===== config.mk =====
export PLATFORM = sky130hd
export DESIGN_NAME = rgb565_grayscale_stream
export DESIGN_NICKNAME = d
export VERILOG_FILES = /design/src/rtl/grayscale_pkg.sv /design/src/rtl/gray_packer.sv /design/src/rtl/rgb565_grayscale_stream.sv
export SDC_FILE = /design/constraint.sdc
export NUM_CORES = 1
export LEC_CHECK = 0
export BUFFER_PORTS_ARGS = -buffer_cell sky130_fd_sc_hd__buf_2
export CORE_MARGIN = 5
export CORE_UTILIZATION = 63
export DETAILED_ROUTE_END_ITERATION = 16
export PLACE_DENSITY = 0.78
export SLEW_MARGIN = 10
export SYNTH_ARGS = -nofsm -noshare
export SYNTH_HDL_FRONTEND = slang
export SYNTH_HIERARCHICAL = 1
export SYNTH_SLANG_ARGS = --single-unit

===== constraint.sdc =====
create_clock -name clock -period 3.28 [get_ports clock]
set_input_delay 0.656 -clock clock [delete_from_list [all_inputs] [get_ports clock]]
set_output_delay 0.656 -clock clock [all_outputs]
set_load 0.005 [all_outputs]

===== src/rtl/grayscale_pkg.sv =====
// rtl/grayscale_pkg.sv - shared types, default weights and channel expansion for the grayscale stream.
package grayscale_pkg;

  localparam int GRAY_W         = 8;
  localparam int COEF_R_DEFAULT = 54;
  localparam int COEF_G_DEFAULT = 183;
  localparam int COEF_B_DEFAULT = 19;

  typedef struct packed {
    logic [4:0] r;
    logic [5:0] g;
    logic [4:0] b;
  } rgb565_t;

  // Bit replication maps full-scale 5/6-bit codes onto 255 exactly.
  function automatic logic [7:0] exp5to8(input logic [4:0] v);
    return {v, v[4:2]};
  endfunction

  function automatic logic [7:0] exp6to8(input logic [5:0] v);
    return {v, v[5:4]};
  endfunction

endpackage


===== src/rtl/gray_packer.sv =====
// rtl/gray_packer.sv - packs PIX_IN gray bytes per beat into OUT_PIX-byte words with byte enables.
module gray_packer
  import grayscale_pkg::*;
#(
  parameter int PIX_IN  = 2,
  parameter int OUT_PIX = 4
) (
  input  logic                      clock,
  input  logic                      nReset,
  input  logic                      pix_valid,
  output logic                      pix_ready,
  input  logic [GRAY_W*PIX_IN-1:0]  pix_data,
  input  logic                      pix_last,
  output logic                      out_valid,
  input  logic                      out_ready,
  output logic [GRAY_W*OUT_PIX-1:0] out_data,
  output logic [OUT_PIX-1:0]        out_byte_en,
  output logic                      out_last
);

  localparam int PTR_W = (OUT_PIX > 1) ? $clog2(OUT_PIX) : 1;
  localparam logic [PTR_W:0] STEP    = PIX_IN[PTR_W:0];
  localparam logic [PTR_W:0] PTR_END = OUT_PIX[PTR_W:0];

  logic [PTR_W:0]              ptr, ptr_next;
  logic [GRAY_W*OUT_PIX-1:0]   acc_data, ext_data, new_data;
  logic [OUT_PIX-1:0]          acc_en, ext_en, new_en;
  logic                        complete, out_free, take;

  always_comb begin
    ext_data = '0;
    ext_data[GRAY_W*PIX_IN-1:0] = pix_data;
    ext_en = '0;
    ext_en[PIX_IN-1:0] = '1;
    new_data = acc_data | (ext_data << {ptr, 3'b000});
    new_en   = acc_en | (ext_en << ptr);
    ptr_next = ptr + STEP;
  end

  // Only a beat that closes a word needs the output register to be free.
  assign complete  = pix_last || (ptr_next == PTR_END);
  assign out_free  = !out_valid || out_ready;
  assign pix_ready = !complete || out_free;
  assign take      = pix_valid && pix_ready;

  always_ff @(posedge clock or negedge nReset) begin
    if (!nReset) begin
      ptr         <= '0;
      acc_data    <= '0;
      acc_en      <= '0;
      out_valid   <= 1'b0;
      out_data    <= '0;
      out_byte_en <= '0;
      out_last    <= 1'b0;
    end else begin
      if (out_valid && out_ready) begin
        out_valid <= 1'b0;
      end
      if (take) begin
        if (complete) begin
          out_valid   <= 1'b1;
          out_data    <= new_data;
          out_byte_en <= new_en;
          out_last    <= pix_last;
          acc_data    <= '0;
          acc_en      <= '0;
          ptr         <= '0;
        end else begin
          acc_data <= new_data;
          acc_en   <= new_en;
          ptr      <= ptr_next;
        end
      end
    end
  end

endmodule


===== src/rtl/rgb565_grayscale_stream.sv =====
// rtl/rgb565_grayscale_stream.sv - RGB565 to 8-bit grayscale stream: weight stage, sum stage, packer.
// Define GRAYSCALE_ROUND_EN for round-to-nearest; default build truncates.
module rgb565_grayscale_stream
  import grayscale_pkg::*;
#(
  parameter int PIX_IN  = 2,
  parameter int OUT_PIX = 4,
  parameter int COEF_R  = COEF_R_DEFAULT,
  parameter int COEF_G  = COEF_G_DEFAULT,
  parameter int COEF_B  = COEF_B_DEFAULT
) (
  input  logic                      clock,
  input  logic                      nReset,
  input  logic                      in_valid,
  output logic                      in_ready,
  input  logic [16*PIX_IN-1:0]      in_data,
  input  logic                      in_last,
  output logic                      out_valid,
  input  logic                      out_ready,
  output logic [GRAY_W*OUT_PIX-1:0] out_data,
  output logic [OUT_PIX-1:0]        out_byte_en,
  output logic                      out_last
);

  if ((COEF_R + COEF_G + COEF_B) != 256) begin : g_coef_check
    $error("rgb565_grayscale_stream: COEF_R+COEF_G+COEF_B must equal 256");
  end
  if ((OUT_PIX % PIX_IN) != 0) begin : g_pack_check
    $error("rgb565_grayscale_stream: OUT_PIX must be a multiple of PIX_IN");
  end

  localparam logic [7:0] CR = COEF_R[7:0];
  localparam logic [7:0] CG = COEF_G[7:0];
  localparam logic [7:0] CB = COEF_B[7:0];

  logic [PIX_IN-1:0][15:0]       pr_n, pg_n, pb_n, s1_pr, s1_pg, s1_pb;
  logic [PIX_IN-1:0][GRAY_W-1:0] gray_n, s2_gray;
  logic                          s1_valid, s1_last, s1_adv;
  logic                          s2_valid, s2_last, s2_adv, s2_load;
  logic                          pk_ready;
  rgb565_t                       px;
  logic [17:0]                   sum;
  logic [9:0]                    q;

  always_comb begin
    px   = '0;
    pr_n = '0;
    pg_n = '0;
    pb_n = '0;
    for (int k = 0; k < PIX_IN; k++) begin
      px      = in_data[16*k +: 16];
      pr_n[k] = {8'd0, CR} * {8'd0, exp5to8(px.r)};
      pg_n[k] = {8'd0, CG} * {8'd0, exp6to8(px.g)};
      pb_n[k] = {8'd0, CB} * {8'd0, exp5to8(px.b)};
    end
  end

  always_comb begin
    sum    = '0;
    q      = '0;
    gray_n = '0;
    for (int k = 0; k < PIX_IN; k++) begin
      sum = {2'b00, s1_pr[k]} + {2'b00, s1_pg[k]} + {2'b00, s1_pb[k]};
`ifdef GRAYSCALE_ROUND_EN
      sum = sum + 18'd128;
`endif
      q         = sum[17:8];
      gray_n[k] = (q > 10'd255) ? 8'hFF : q[7:0];
    end
  end

  // Ready depends only on pipeline occupancy, never on in_valid.
  assign s2_adv   = s2_valid && pk_ready;
  assign s2_load  = !s2_valid || s2_adv;
  assign s1_adv   = s1_valid && s2_load;
  assign in_ready = nReset && (!s1_valid || s1_adv);

  always_ff @(posedge clock or negedge nReset) begin
    if (!nReset) begin
      s1_valid <= 1'b0;
      s1_last  <= 1'b0;
      s1_pr    <= '0;
      s1_pg    <= '0;
      s1_pb    <= '0;
    end else if (in_ready) begin
      s1_valid <= in_valid;
      if (in_valid) begin
        s1_last <= in_last;
        s1_pr   <= pr_n;
        s1_pg   <= pg_n;
        s1_pb   <= pb_n;
      end
    end
  end

  always_ff @(posedge clock or negedge nReset) begin
    if (!nReset) begin
      s2_valid <= 1'b0;
      s2_last  <= 1'b0;
      s2_gray  <= '0;
    end else if (s2_load) begin
      s2_valid <= s1_valid;
      if (s1_valid) begin
        s2_last <= s1_last;
        s2_gray <= gray_n;
      end
    end
  end

  gray_packer #(
    .PIX_IN  (PIX_IN),
    .OUT_PIX (OUT_PIX)
  ) u_packer (
    .clock       (clock),
    .nReset      (nReset),
    .pix_valid   (s2_valid),
    .pix_ready   (pk_ready),
    .pix_data    (s2_gray),
    .pix_last    (s2_last),
    .out_valid   (out_valid),
    .out_ready   (out_ready),
    .out_data    (out_data),
    .out_byte_en (out_byte_en),
    .out_last    (out_last)
  );

endmodule


Word-level counts from Yosys, hierarchy flattened
Index checks and enable logic that the tools add are counted.
{ "op_classes": {"mul": 6, "n_addsub": 5, "order_cmp": 2, "reduce_logical": 16, "mux": 8, "eq_ne": 1, "div_mod_pow": 0, "bitwise": 2, "n_shift": 2} }
{ "op_table": {"columns": ["operator", "count"], "rows": [
  ["5-bit by 8-bit multiplier with 13-bit output, first input constant", 4],
  ["17-bit by 13-bit adder with 18-bit output", 2],
  ["14-bit by 16-bit adder with 17-bit output", 2],
  ["8-bit by 8-bit multiplier with 16-bit output, first input constant", 2],
  ["32-bit 2-to-1 mux", 1],
  ["32-bit bitwise OR", 1],
  ["16-bit by 6-bit << shifter with 32-bit output", 1],
  ["10-bit by 8-bit > comparator with 1-bit output, second input constant", 2],
  ["8-bit 2-to-1 mux", 2],
  ["2-bit AND reduction", 3],
  ["1-bit logical OR", 5],
  ["1-bit logical AND", 4],
  ["1-bit logical NOT", 4],
  ["4-bit 2-to-1 mux", 1],
  ["4-bit bitwise OR", 1],
  ["2-bit by 3-bit << shifter with 4-bit output, first input constant", 1],
  ["3-bit by 2-bit adder with 3-bit output, second input constant", 1],
  ["3-bit == test, second input constant", 1],
  ["1-bit 2-to-1 mux", 3],
  ["3-bit 2-to-1 mux", 1]
]} }
{ "totals": {"memories": 0, "latchBits": 0, "register_bits": 181, "ram_bits": 0, "mem_bits_ro": 0, "input_bits": 37} }

Logic depth before layout (Yosys ltp)
Gate-level depths: netlist (run 1).
{ "logic_depth": {"ltp_word": 11, "ltp_mapped": 17, "ltp_nobuf": 17} }

Hierarchy
The synthesis (run 1) kept the hierarchy.
{ "modules_own_cells": {"columns": ["mod", "seq_area_each_um2", "cells_per_inst", "n_inst", "area_each_um2"], "rows": [
  ["rgb565_grayscale_stream", 2602.5, 1175, 1, 11090.6],
  ["gray_packer", 1901.8, 325, 1, 3352.0]
]} }

Least setup slack after synthesis (run 1)
Ideal clock, no wire load.
{ "synth_path": {"path_kind": "input -> register", "from": "input in_data[8]", "to": "register s1_pg[13] in the netlist's numbering", "slack_ns": -1.193, "path_buffers": 0, "required_ns": 3.211, "stages": 15, "t_arrival_ns": 4.404, "path_cell_list": "fa_1 > inv_1 > fa_1 > inv_1 > fa_1 > inv_1 > fa_1 > inv_1 > ha_1 > inv_1 > a21oi_1 > o31a_1 > o211a_1 > or4_1 > nand3_1"} }
{ "synth_via": {"elab_chain_len": 1} }
{ "synth_rtl": {"columns": ["element", "line", "source"], "rows": [
  ["start, declared", "rgb565_grayscale_stream.sv:16", "input logic [16*PIX_IN-1:0] in_data,"],
  ["8-bit by 8-bit multiplier with 16-bit output", "rgb565_grayscale_stream.sv:53", "pg_n[k] = {8'd0, CG} * {8'd0, exp6to8(px.g)};"],
  ["end signal, assigned", "rgb565_grayscale_stream.sv:90", "s1_pg <= pg_n;"],
  ["end, declared", "rgb565_grayscale_stream.sv:36", "logic [PIX_IN-1:0][15:0] pr_n, pg_n, pb_n, s1_pr, s1_pg, s1_pb;"]
]} }
No other way between the ends.
A chain may end at the register's enable or synchronous reset.

Worst setup path in the final report (run 1)
{ "layout_path": {"from": "input in_data[24]", "to": "register s1_pg[30] in the netlist's numbering"} }
Same word-level chain as after synthesis.

==> reports/results.ini, run 1 <==
[status]
outcome = finished, violations left
violations = setup timing

[global_routing]
grtUsageTotal_pct = 24.7
grt_pass1_vias = 11366
grt_max_degree = 181
grt_overflow = 0
antenna_found_initial = 3
grt_pass1_wl_um = 52900

[logic_synthesis]
ys_ff_latch = 180
synth-simple-area-share_pct = 8.65
synth_top_family_by_area = adder cells
ys_types = 68
yosys_most_used_dff = dfrtp_1
synth_cells = 1500
syn_area_sq_mm = 0.0144
yosys.area_share.adder_pct = 29.6
synth_xor_area_share_pct = 3.34
synthArstFlopShare_pct = 100
ys_warn_count = 6
synth_nets = 1824
synth_edf_count = 0
postSynthAreaPerCell_sq_um = 9.63
synth-seq-area-share_pct = 31.2
synth_compound_area_share_pct = 14.1
synth_mux_area_share_pct = 4.39

[setup_path]
path_max_fanout = 3
crit_path_end_kind = flop
path_class = primary input to flop
ff2ff_setup_slack_ns = 0.25
worstSetupStartpointType = primary input
critPathArrivalTime_ns = 4.44
critical_path_required_ns = 3.60

[timing]
min_period_ns = 4.13
setup_tns_ns = -8.51
hold_viol_final = 0
worstMarginPinSlew_ns = 0.975
timing.final.crit_share_pct = 126
fin_skew_ns = 0.0130
fmax_ghz = 0.242
slew_viol_final = 0
relSlewSlack_pct = 35.0
setup_slack_ns = -0.848
grt_setup_unrepaired = yes
setup_violations = 18

[finish]
final_util_pct = 75.5
nFillCells = 1495
area_delta_synth_final_pct = 18.4
antenna_cells = 0
drive_above_1_share_pct = 19.6
final_nets = 2019
finish.instance_area_sq_mm = 0.0171

[placed_design]
place_hpwl_um = 24500
postPlaceCellArea_sq_mm = 0.0163
io_buffers = 75
dpl_worst_slack_ns = -1.18
place.gp.congestion = 0.867

[route]
drc = 0
routed_wl_um = 31900
drt-initial-drc-count = 518
dr_total_vias = 11044
first_pass_iters = 5
ant_nets = 0
vias_per_cell = 5.54
wire_per_inst_um = 16.0

[cts]
clk_latency_ns = 0.44
cts_root_buffer = clkbuf_16
ctsHoldBuffers = 0
numCtsBuffers = 17
cts_buffer_depth = 2
htree_levels = 4
clk_pin_slew_ns = 0.08
cts_sinks = 180
cts_tree = built

[power]
power_density_mw_per_mm2 = 879
p_total_mw = 15.0
ir_worst_vdd_mv = 0.597
leakage_nw = 8.75

[floorplanning]
ios = 76
dieArea_sq_mm = 0.0261
start_util_pct = 63.8
die_x_um = 161
core_area_sq_mm = 0.0226
dieHeight_um = 161
core.rowCount = 55

[worst_hold_path]
hold_path.class = primary input to async pin

[job]
maxCapViolCount = 0

layer usage:
layer  GRT usage (%)  vias up  part of all wire, %
met1            30.4     5365                   42
met5               0        -                 0.13
met2            45.4      216                   53
li1                -     5383                    -
met4            6.94        6                  2.5
met3            3.34       74                  2.7
registers in the layout (all words and copies together) (netlist names), 2 cells and up:
signal / count
s1_pb: 26
u_packer/acc_data: 32
u_packer/acc_en: 4
s1_pr: 26
u_packer/out_data: 32
u_packer/ptr: 2
s2_gray: 16
s1_pg: 32
u_packer/out_byte_en: 4
worst paths after layout:
check / from / endpoint / cells after the start
max reg2reg: s1_pg[20] / s2_gray[13] / 11
max in group asynchronous: nReset / s1_pg[17] / 2
min: nReset / u_packer/out_byte_en[1] / 2
min reg2reg: s1_last / s2_last / 2
max: in_data[24] / s1_pg[30] / 17
min in group clock: in_last / s1_last / 2
cells in the mapped netlist, types with 3 or more instances:
master,instances,area [sq um]
a211oi_1,37,278
nor3_1,21,105
nand2b_1,7,43.8
nor3b_1,8,60.1
o21ai_0,80,400
o22a_1,6,52.6
ha_1,196,2450
a311oi_1,3,26.3
xor2_1,25,219
clkbuf_1,17,63.8
mux2_2,19,214
o21bai_1,11,82.6
and3_1,5,31.3
xnor2_1,30,263
or3_1,3,18.8
nor2_1,81,304
o311ai_0,5,43.8
buf_2,13,65.1
a32o_1,3,30.0
o21a_1,16,120
inv_1,292,1100
o31ai_1,10,75.1
a21oi_1,93,465
o21ai_1,6,30.0
nand2_1,107,402
buf_1,3,11.3
dfrtp_1,180,4500
nor3_2,3,30.0
a21o_1,19,143
a31oi_1,4,25.0
and2_1,4,25.0
nor2b_1,8,50.1
fa_1,91,1820
nor4b_1,4,35.0
nand3_1,8,40.0
mux2i_1,42,420
cell type report:
class	count	area, sq um	share of cell area [%]
Clock inverter	13	131	0.768
Multi-Input combinational cell	992	9040	52.9
Clock buffer	19	443	2.59
Timing Repair Buffer	212	1520	8.90
Tap cell	285	357	2.09
Sequential cell	180	4500	26.3
Inverter	292	1100	6.44
critical path: stages:
cell and delay, ns:
buf_8 0.10, fa_1 0.53, inv_1 0.05, fa_1 0.48, inv_1 0.05, fa_1 0.48
inv_1 0.05, fa_1 0.50, inv_2 0.05, ha_4 0.16, nor3_2 0.23, nor2_1 0.09
o41a_1 0.14, a41o_1 0.22, o41a_1 0.38, xnor2_1 0.17, o21ai_1 0.08
power breakdown:
| part | total (mW) | switching [mW] | internal [mW] |
|---|---|---|---|
| clock network | 2.00 | 0.967 | 1.03 |
| registers | 3.88 | 0.775 | 3.10 |
| logic | 9.16 | 4.91 | 4.25 |
| total | 15.0 | 6.65 | 8.38 |
cell usage in the layout, fill, tap and decap left out, types with 30 or more instances in the layout:
cell,netlist,layout
ha_1,196,180
inv_1,292,283
fa_1,91,89
mux2i_1,42,42
a211oi_1,37,35
xnor2_1,30,30
a21oi_1,93,82
o21ai_0,80,67
buf_4,2,129
buf_2,13,68
dfrtp_1,180,180
nor2_1,81,79
nand2_1,107,105
kinds of logic (layout without fill, tap and decap cells):
kind of cell / after synthesis / count (layout)
DFF: 180 / 180
and+or+nand+nor: 272 / 272
muxes: 61 / 61
xor gates and xnor gates: 55 / 55
buffers and inverters: 328 / 536
adders and majority gates: 287 / 287
AOI/OAI and AO/OA: 317 / 317
per-stage QoR:
| step | cells | hold slack [ns] |
|---|---|---|
| 6_report | 1993 | 0.371 |
| 5_1_grt | 1993 | 0.441 |
| 4_1_cts | 1990 | 0.437 |
| 3_5_place_dp | 1956 | 0.469 |
| 3_3_place_gp | 1956 | 0.448 |
| 2_1_floorplan | 1500 | 0.360 |
timing repair:
action,4_1_cts,5_1_grt
pin swaps,20,23
resized for setup,25,23
setup endpoints to repair,18,21
setup buffers,2,4
No activity file was read; power rests on OpenSTA's default activity.
==> inputs of run 2 (changes only) <==
- CORE_UTILIZATION: 63 -> 37
- PLACE_DENSITY: 0.78 -> default
- PLACE_DENSITY_LB_ADDON: default -> 0.08
==> reports/results.ini, run 2 (synthesis gave the netlist of run 1 again) <==
[finish]
reg_top3 = s1_pg (32), u_packer/acc_data (32), u_packer/out_data (32)
stdcell_count = 2243  ; +13%
finish.instance_area_sq_mm = 0.0176  ; +2.7%
final_nets = 2036  ; +0.84%
mostFrequentLayoutCell = inv_1
final_util_pct = 45.4  ; -30 points
antenna_cells = 0  ; unchanged
drive_above_1_share_pct = 20.5  ; +0.91 points
final_cell_mix = inv_1 (281), ha_1 (182), dfrtp_1 (180), buf_4 (145), nand2_1 (105)
area_delta_synth_final_pct = 21.6

[power]
leakage_nw = 8.88  ; +1.4%
p_total_mw = 15.1  ; +0.41%
cell_internal_pwr_mw = 8.62  ; +2.9%
combPwrFrac_pct = 60.1  ; -0.8 points
swShare_pct = 42.9  ; -1.4 points
seq_power_share_pct = 25.6  ; -0.2 points
clkPwrFrac_pct = 14.3  ; +1.0 points
power_density_mw_per_mm2 = 860  ; -2.2%
p_sw_mw = 6.47  ; -2.8%
ir_worst_vdd_mv = 0.427  ; -28%

[floorplanning]
dieHeight_um = 208  ; +29%
dieArea_sq_mm = 0.0431  ; +65%
ios = 76  ; unchanged
core.rowCount = 72  ; +31%
core_area_sq_mm = 0.0386  ; +71%
die_x_um = 208  ; +29%
start_util_pct = 37.4  ; -26 points

[route]
ant_nets = 0  ; unchanged
drc = 0  ; unchanged
routed_wl_um = 32600  ; +2.0%
vias_per_cell = 4.68  ; -15%
wire_per_inst_um = 14.5  ; -9.4%
first_pass_iters = 6  ; +1
drt-initial-drc-count = 370  ; -29%
dr_total_vias = 10506  ; -4.9%

[global_routing]
grt_pass1_wl_um = 55200  ; +4.4%
grt_max_degree = 144  ; -20%
grtUsageTotal_pct = 15.4  ; -9.3 points
grt_pass1_vias = 10905  ; -4.1%
antenna_found_initial = 0  ; -3
grt_overflow = 0  ; unchanged

[setup_path]
timing.rr.start = s1_pg[19]
worstSetupStartpointType = primary input
r2r_cells = 12  ; +1
critPathArrivalTime_ns = 4.30  ; -0.14 ns
crit_path_end_kind = flop
path_class = primary input to flop
worstReg2RegEnd = s2_gray[8]
crit_end = s1_pg[30]
critical_path_required_ns = 3.62  ; +0.02 ns
ff2ff_setup_slack_ns = 0.23  ; -0.02 ns
path_max_fanout = 3  ; unchanged
critical_path.startpoint = in_data[24]

[timing]
relSlewSlack_pct = 42.5  ; +7.5 points
hold_viol_final = 0  ; unchanged
fin_skew_ns = 0.0107  ; -0.00238 ns
slew_viol_final = 0  ; unchanged
setup_slack_ns = -0.680  ; +0.167 ns
worstMarginPinSlew_ns = 0.859  ; -0.116 ns
grt_setup_unrepaired = yes
timing.final.crit_share_pct = 121  ; -5.1 points
fmax_ghz = 0.252  ; +4.2%
setup_violations = 18  ; unchanged
min_period_ns = 3.96  ; -0.167 ns

[placed_design]
place_hpwl_um = 26300  ; +7.3%
place.gp.congestion = 0.834  ; -3.9%
placed_cells = 2207  ; +13%
io_buffers = 75  ; unchanged
postPlaceCellArea_sq_mm = 0.0167  ; +2.6%

[cts]
numCtsBuffers = 17  ; unchanged
cts_buffer_depth = 2  ; unchanged
cts_root_buffer = clkbuf_16
clk_pin_slew_ns = 0.07  ; about the same
clk_latency_ns = 0.44  ; about the same
htree_levels = 4  ; unchanged
cts_tree = built
cts_sinks = 180  ; unchanged

[worst_hold_path]
hold_path.class = primary input to async pin

[status]
outcome = finished, violations left
violations = setup timing

[job]
maxCapViolCount = 0  ; unchanged

==> run 2: critical path, cell delays in order <==
cell and delay (ns):
buf_8 0.10, fa_2 0.56, inv_2 0.04, fa_1 0.47
inv_1 0.05, fa_1 0.49, inv_2 0.04, fa_1 0.49
inv_2 0.05, ha_4 0.16, o41a_1 0.43, a41o_1 0.22
o41a_1 0.32, xnor2_1 0.14, o21ai_1 0.08
==> run 2: layout make-up <==
class / instances / area, sq um
inverters: 292 / 1100
multi-input cells: 992 / 9060
well taps: 518 / 648
fillers: 3719 / 21100
clock buffers: 21 / 470
flip-flops and latches: 180 / 4500
clock inverters: 11 / 138
repair buffers: 229 / 1640
==> run 2: worst min path at each step <==
stage | slack (ns) | cells after the start | to | start
2_1_floorplan | 0.36 | 0 | s1_last | nReset
3_3_place_gp | 0.47 | 2 | s1_pg[17] | s1_pg[17]
3_5_place_dp | 0.47 | 1 | u_packer/acc_en[3] | u_packer/acc_en[3]
4_1_cts | 0.36 | 2 | u_packer/out_byte_en[3] | nReset
5_1_grt | 0.37 | 2 | s1_valid | nReset
6_report | 0.36 | 2 | u_packer/acc_data[16] | nReset
==> run 2: metal layers <==
metal | global-route usage [%] | share of wire, % | vias up
met2 | 27.5 | 51 | 58
met4 | 3.06 | 1.0 | 0
li1 | - | - | 5413
met5 | 0 | 0 | -
met1 | 20.1 | 46 | 5020
met3 | 2.22 | 1.7 | 15
==> run 2: power groups by stage <==
stage / registers (mW) / logic, mW / clock network, mW
after CTS: 3.90 / 9.09 / 2.22
after detailed placement: 3.94 / 8.89 / 0
after global routing: 4.01 / 10.3 / 2.33
final: 3.87 / 9.08 / 2.15
after floorplan: 3.69 / 6.18 / 0
after global placement: 3.92 / 8.80 / 0
==> run 2: timing repair <==
| item | 4_1_cts | 5_1_grt |
|---|---|---|
| gates cloned | 0 | 0 |
| pin swaps | 33 | 15 |
| gates resized for setup | 32 | 24 |
| hold buffers | 0 | 0 |
| setup buffers | 3 | 3 |
| endpoints found under the setup margin | 18 | 20 |
==> run 2: metrics by stage <==
stage | hold slack (ns) | worst slack, ns | TNS [ns]
floorplan | 0.360 | -0.865 | -9.46
finish | 0.356 | -0.680 | -6.50
detailed placement | 0.472 | -1.17 | -18.68
global placement | 0.466 | -1.12 | -17.94
global route | 0.375 | -0.785 | -8.68
CTS | 0.359 | -0.633 | -6.36
